--- src/rtl/pipeline_wb_stage.sv ---
// Write-back pipeline stage: one-entry stage register that commits ALU results
// after one cycle and waits for memory read data on loads, formatting the
// loaded value before it reaches the register-file write port.
module pipeline_wb_stage #(
  parameter int unsigned DW      = 16,
  parameter int unsigned RW      = 3,
  parameter logic [2:0]  LD_OP   = 3'b011,
  parameter bit          ZERO_RO = 1'b0
) (
  input  logic          clk,
  input  logic          rst,
  input  logic          in_valid,
  output logic          in_ready,
  input  logic [2:0]    in_op,
  input  logic          in_wen,
  input  logic [RW-1:0] in_wnum,
  input  logic [DW-1:0] in_result,
  input  logic [DW-1:0] in_B,
  input  logic [1:0]    in_ldmode,
  input  logic [DW-1:0] mem_rdata,
  input  logic          mem_rvalid,
  output logic          wb_en,
  output logic [RW-1:0] wb_num,
  output logic [DW-1:0] wb_data,
  output logic [DW-1:0] delayed_B_out,
  output logic [15:0]   retired_cnt,
  output logic [15:0]   stall_cnt
);

  // The opcode is captured in the form of the state: a load lands in ST_LDW,
  // anything else in ST_ALU.
  typedef enum logic [1:0] {
    ST_EMPTY = 2'b00,
    ST_ALU   = 2'b01,
    ST_LDW   = 2'b10
  } state_t;

  state_t        state_r;
  state_t        state_nxt_s;
  logic          accept_s;
  logic          commit_s;
  logic          wen_r;
  logic [RW-1:0] wnum_r;
  logic [DW-1:0] result_r;
  logic [DW-1:0] b_r;
  logic [1:0]    ldmode_r;
  logic [15:0]   retired_r;
  logic [15:0]   stall_r;
  logic          wnum_zero_s;

  // State register; reset discards any held instruction, including a pending load.
  always_ff @(posedge clk or negedge rst) begin
    if (!rst) begin
      state_r <= ST_EMPTY;
    end else begin
      state_r <= state_nxt_s;
    end
  end

  // Next-state: a new instruction always wins; otherwise drain on commit.
  always_comb begin
    accept_s    = in_valid && in_ready;
    state_nxt_s = state_r;
    if (accept_s) begin
      if (in_op == LD_OP) begin
        state_nxt_s = ST_LDW;
      end else begin
        state_nxt_s = ST_ALU;
      end
    end else if (commit_s) begin
      state_nxt_s = ST_EMPTY;
    end else begin
      state_nxt_s = state_r;
    end
  end

  // Outputs per state: readiness, commit and the formatted write-back data.
  always_comb begin
    in_ready = 1'b1;
    commit_s = 1'b0;
    wb_data  = {DW{1'b0}};
    case (state_r)
      ST_EMPTY: begin
        in_ready = 1'b1;
        commit_s = 1'b0;
        wb_data  = {DW{1'b0}};
      end
      ST_ALU: begin
        in_ready = 1'b1;
        commit_s = 1'b1;
        wb_data  = result_r;
      end
      ST_LDW: begin
        // A load can only be replaced in the same cycle its data arrives.
        in_ready = mem_rvalid;
        commit_s = mem_rvalid;
        case (ldmode_r)
          2'b00:   wb_data = mem_rdata;
          2'b01:   wb_data = {{(DW-8){1'b0}}, mem_rdata[7:0]};
          2'b10:   wb_data = {{(DW-8){mem_rdata[7]}}, mem_rdata[7:0]};
          2'b11:   wb_data = {{(DW-8){1'b0}}, mem_rdata[15:8]};
          default: wb_data = {DW{1'b0}};
        endcase
      end
      default: begin
        in_ready = 1'b1;
        commit_s = 1'b0;
        wb_data  = {DW{1'b0}};
      end
    endcase
  end

  // Register 0 may be read-only; its commits still retire but never write.
  assign wnum_zero_s   = (wnum_r == {RW{1'b0}});
  assign wb_en         = commit_s && wen_r && !((ZERO_RO == 1'b1) && wnum_zero_s);
  assign wb_num        = wnum_r;
  assign delayed_B_out = b_r;
  assign retired_cnt   = retired_r;
  assign stall_cnt     = stall_r;

  // Instruction fields: captured on accept, otherwise held (covers the load wait).
  always_ff @(posedge clk or negedge rst) begin
    if (!rst) begin
      wen_r    <= 1'b0;
      wnum_r   <= {RW{1'b0}};
      result_r <= {DW{1'b0}};
      b_r      <= {DW{1'b0}};
      ldmode_r <= 2'b00;
    end else if (accept_s) begin
      wen_r    <= in_wen;
      wnum_r   <= in_wnum;
      result_r <= in_result;
      b_r      <= in_B;
      ldmode_r <= in_ldmode;
    end else begin
      wen_r    <= wen_r;
      wnum_r   <= wnum_r;
      result_r <= result_r;
      b_r      <= b_r;
      ldmode_r <= ldmode_r;
    end
  end

  // Retired counter counts every commit (suppressed or not) and wraps.
  always_ff @(posedge clk or negedge rst) begin
    if (!rst) begin
      retired_r <= 16'd0;
    end else if (commit_s) begin
      retired_r <= retired_r + 16'd1;
    end else begin
      retired_r <= retired_r;
    end
  end

  // Stall counter counts load-wait cycles and saturates.
  always_ff @(posedge clk or negedge rst) begin
    if (!rst) begin
      stall_r <= 16'd0;
    end else if ((state_r == ST_LDW) && !mem_rvalid && (stall_r != 16'hFFFF)) begin
      stall_r <= stall_r + 16'd1;
    end else begin
      stall_r <= stall_r;
    end
  end

endmodule

--- config.mk ---
export PLATFORM = sky130hd
export DESIGN_NAME = pipeline_wb_stage
export DESIGN_NICKNAME = d
export VERILOG_FILES = /design/src/rtl/pipeline_wb_stage.sv
export SDC_FILE = /design/constraint.sdc
export NUM_CORES = 1
export LEC_CHECK = 0
export ABC_AREA = 1
export BUFFER_PORTS_ARGS = -buffer_cell sky130_fd_sc_hd__buf_2
export CORE_ASPECT_RATIO = 1.5
export CORE_MARGIN = 4
export CORE_UTILIZATION = 46
export DETAILED_ROUTE_END_ITERATION = 6
export PLACE_DENSITY = 0.76
export SYNTH_ARGS = -nofsm -noshare
export SYNTH_HDL_FRONTEND = slang
export SYNTH_SLANG_ARGS = --single-unit
--- constraint.sdc ---
create_clock -name clk -period 1.6 [get_ports clk]
set_input_delay 0.24 -clock clk [delete_from_list [all_inputs] [get_ports clk]]
set_output_delay 0.24 -clock clk [all_outputs]
set_load 0.01 [all_outputs]
==> impl_results.md <==
* Worst Setup End Kind: output pin
* Metal-1 WL at just under 4000 um
* Synth area leader: dfrtp_1
* Initial antenna violation count at 0
* Post-synth ARST share at 100.0%
* CP most frequent cell: inv_2
* Met3 Routed Length at 626 um
* Reg2reg setup slack at roughly 10 ps
* P_leak at 2.772 nW
* Critical-path top delay cell: dfrtp_1
* Clk buf depth at 2
* Mapped Nets at 560
* Clk_lat worst skew at approximately 330 ps
* Crit path DAT at 1690 ps
* Largest net degree at the start of global routing at between 70 and 80
* Diodes inserted at 0
* Avg Cell Area, Syn at 7.707 um^2
* Initial Util at 47.34%
* Relative slew margins at 73.33%
* RSZ-0062 raised after global routing: yes
* Total Routing Usage GR at 20.92%
* CTS Sinks at 72
* Utilization after layout at between 60 and 70%
* Hold Violations, Final at 0
* Synth Warn # at 0
* Max frequency at roughly 520 MHz
* H-tree Lvls at 3
* Peak VDD IR at between 0.6 and 0.7 mV
* Vias post-DR at 3694
* Reg-to-Reg Start: state_r[1]
* Final period utilization at 120.9%
* Max Cap Viol at 0
* Post-place setup slack at -51.97 ps
* Worst Max-Slew Pin Slew at 400.0 ps
* Worst r2r path cells at 10
* Crit-path cells: inv_2, ha_4, inv_2, nor3b_2, buf_6, o21ai_1, a21oi_1, buf_2
* DIE HEIGHT at 119.5 um
* Vias in the first global route at 3588
* R2r endpoint: retired_cnt[13]
* Cell Count Post-Placement at 727
* Nets@finish at 710
* Setup crit start kind: flip-flop
* Die X at 82.36 um
* Fin cells at 755
* Post-DP Area at 0.004644 mm^2
* Met2 WL at ~5300 um
* DR pass1 iterations at 4
* Slew Viols, Final at 0
* Initial DRC count at approximately 180
* Final instance area at 0.005189 mm^2
* Top cell type's share of synthesized area at between 40% and 50%
* Layout cell share with drive strength beyond 1 at 35.69%
* Register area at 0.001802 mm^2
* Fillcell total at 707
* Status: finished with violations
* Hold crit path type: in2reg
* Dominant synthesized flop cell: dfrtp_1
* Synth Register Bits at slightly above 70
* Worst Path Required at 1360 ps
* Die area at 0.009844 mm^2
* Violated checks: setup timing
* Synth Instances at 495
* Setup WS post-layout at -334.3 ps
* RD Place Congestion at between 0.8 and 0.9
* Multi-input gate area at 0.001921 mm^2
* Worst setup endpoint: wb_data[9]
* Root Driver: clkbuf_16
* Kind of critical path: reg2out
* Critical path's largest stage delay at roughly 380 ps
* Routed len/inst at 13.32 um
* Core ar. at roughly 0.0081 mm^2
* Top routing layer in use: met4
* Pwr dens at 1039 mW/mm^2
* Worst setup startpoint: state_r[0]
* First-pass GRT wire length at 16320 um
* Synth top area cells: dfrtp_1 47%, nand2_1 21%, nor2_1 3.1%
* Remaining DRCs at 0
* Minimum clock period after layout at ~1900 ps
* Clock slew at reported path FFs at 60 ps
* Cell variety after synth at 30
* Number of synthesized flops with an enable pin at 0
* TNS Setup at -4667 ps
* Core Rows at 40
* DPL Wire Length at 6926 um
* Vias per cell at 4.893
* Grt total ovfl at 0
* Clock Skew at 5.115 ps
* Mapped Area at about 0.0038 mm^2
* Synthesis-to-layout area growth at 36.01%
* Detailed Route WL at between 10000 and 15000 um
* CTS tree: yes
* Crit path max fanout at 8
* I/O pins at 130
* Number of buffers created by CTS at 9
* Detail Route Antenna Nets at 0
* Port bufs at 129
* Register area share after synthesis at 47.23%
* Final setup fails at 18
[worst min-delay path by stage]
stage | startpoint | to | depth (start not counted)
after CTS | in_result[11] | result_r[11] | 3
after floorplan | rst | delayed_B_out[0] | 0
after detailed placement | rst | result_r[12] | 2
after global placement | rst | result_r[11] | 2
after global routing | in_B[11] | delayed_B_out[11] | 3
final | in_B[11] | delayed_B_out[11] | 3
[registers in the layout, indices dropped and copies added (netlist names)]
name / cells
delayed_B_out: 16
result_r: 16
retired_cnt: 16
stall_cnt: 16
wb_num: 3
ldmode_r: 2
state_r: 2
wen_r: 1
[cell families (layout without fill, tap and decap cells)]
group	count (synthesis)	count (layout)	synth area share, %
and+or+nand+nor	307	308	35.45
DFF	72	72	47.23
buffers and inverters	53	207	6.297
AOI/OAI and AO/OA	42	42	5.740
xor gates and xnor gates	16	16	3.673
adders and majority gates	4	4	1.312
muxes	1	1	0.2952
[synth_stat cells, drive strengths merged (5+ instances only)]
master / count
nand4: 9
inv: 38
a21oi: 17
nor2: 44
xor2: 7
xnor2: 9
nand2: 227
nand3: 18
nor3: 5
buf: 11
o21ai: 24
dfrtp: 72
[layout make-up]
class                      count  share of cell area [%]
timing repair buffer         153                   17.77
tap                          105                   2.532
clock buffer                  10                   4.413
clock inverter                 6                  0.6993
multi-input combinational    371                   37.01
inverter                      38                   2.845
sequential                    72                   34.72
[stage by stage]
stage	power (W)	hold slack, ps
global placement	0.003436	297.5
finish	0.005391	103.2
global route	0.005688	96.62
CTS	0.005344	92.69
floorplan	0.002938	-55.59
detailed placement	0.003477	299.7
[report_power, final]
part	internal, W	switching, W	total, W
clock network	0.00104	0.000748	0.00179
registers	0.00206	0.000220	0.00228
logic	0.000579	0.000749	0.00133
[placed cells by master, fill, tap and decap left out, types with 5 or more instances in the layout]
cell,n
a21oi_1,13
buf_12,5
buf_2,128
buf_4,15
clkbuf_16,10
dfrtp_1,72
inv_1,28
inv_2,8
nand2_1,215
nand2_2,6
nand3_1,14
nand4_1,9
nor2_1,25
nor2_2,15
nor3_1,5
o21ai_0,6
o21ai_1,9
o21ai_2,9
xnor2_1,9
xor2_1,7
[worst max-delay path: cells and delay by family, from the launching register on]
kind	cells	cell delay, ps
and+or+nand+nor	1	180
buffers and inverters	4	440
AOI/OAI and AO/OA	2	210
adders and majority gates	1	130
DFF	1	380
[what timing repair did]
item | 4_1_cts | 5_1_grt
hold endpoints to repair | 72 | 0
cloned | 0 | 2
resized for setup | 16 | 39
hold buffers | 1 | 0
endpoints found under the setup margin | 54 | 75
buffers inserted | 4 | 7
pin swaps | 9 | 19
[per-layer routing]
metal / vias up / track usage, %
met2: 116 / 34.94
li1: 1839 / -
met1: 1727 / 25.23
met3: 12 / 6.682
met5: - / 0
met4: 0 / 6.133
Power figures use the tool's default switching activity.
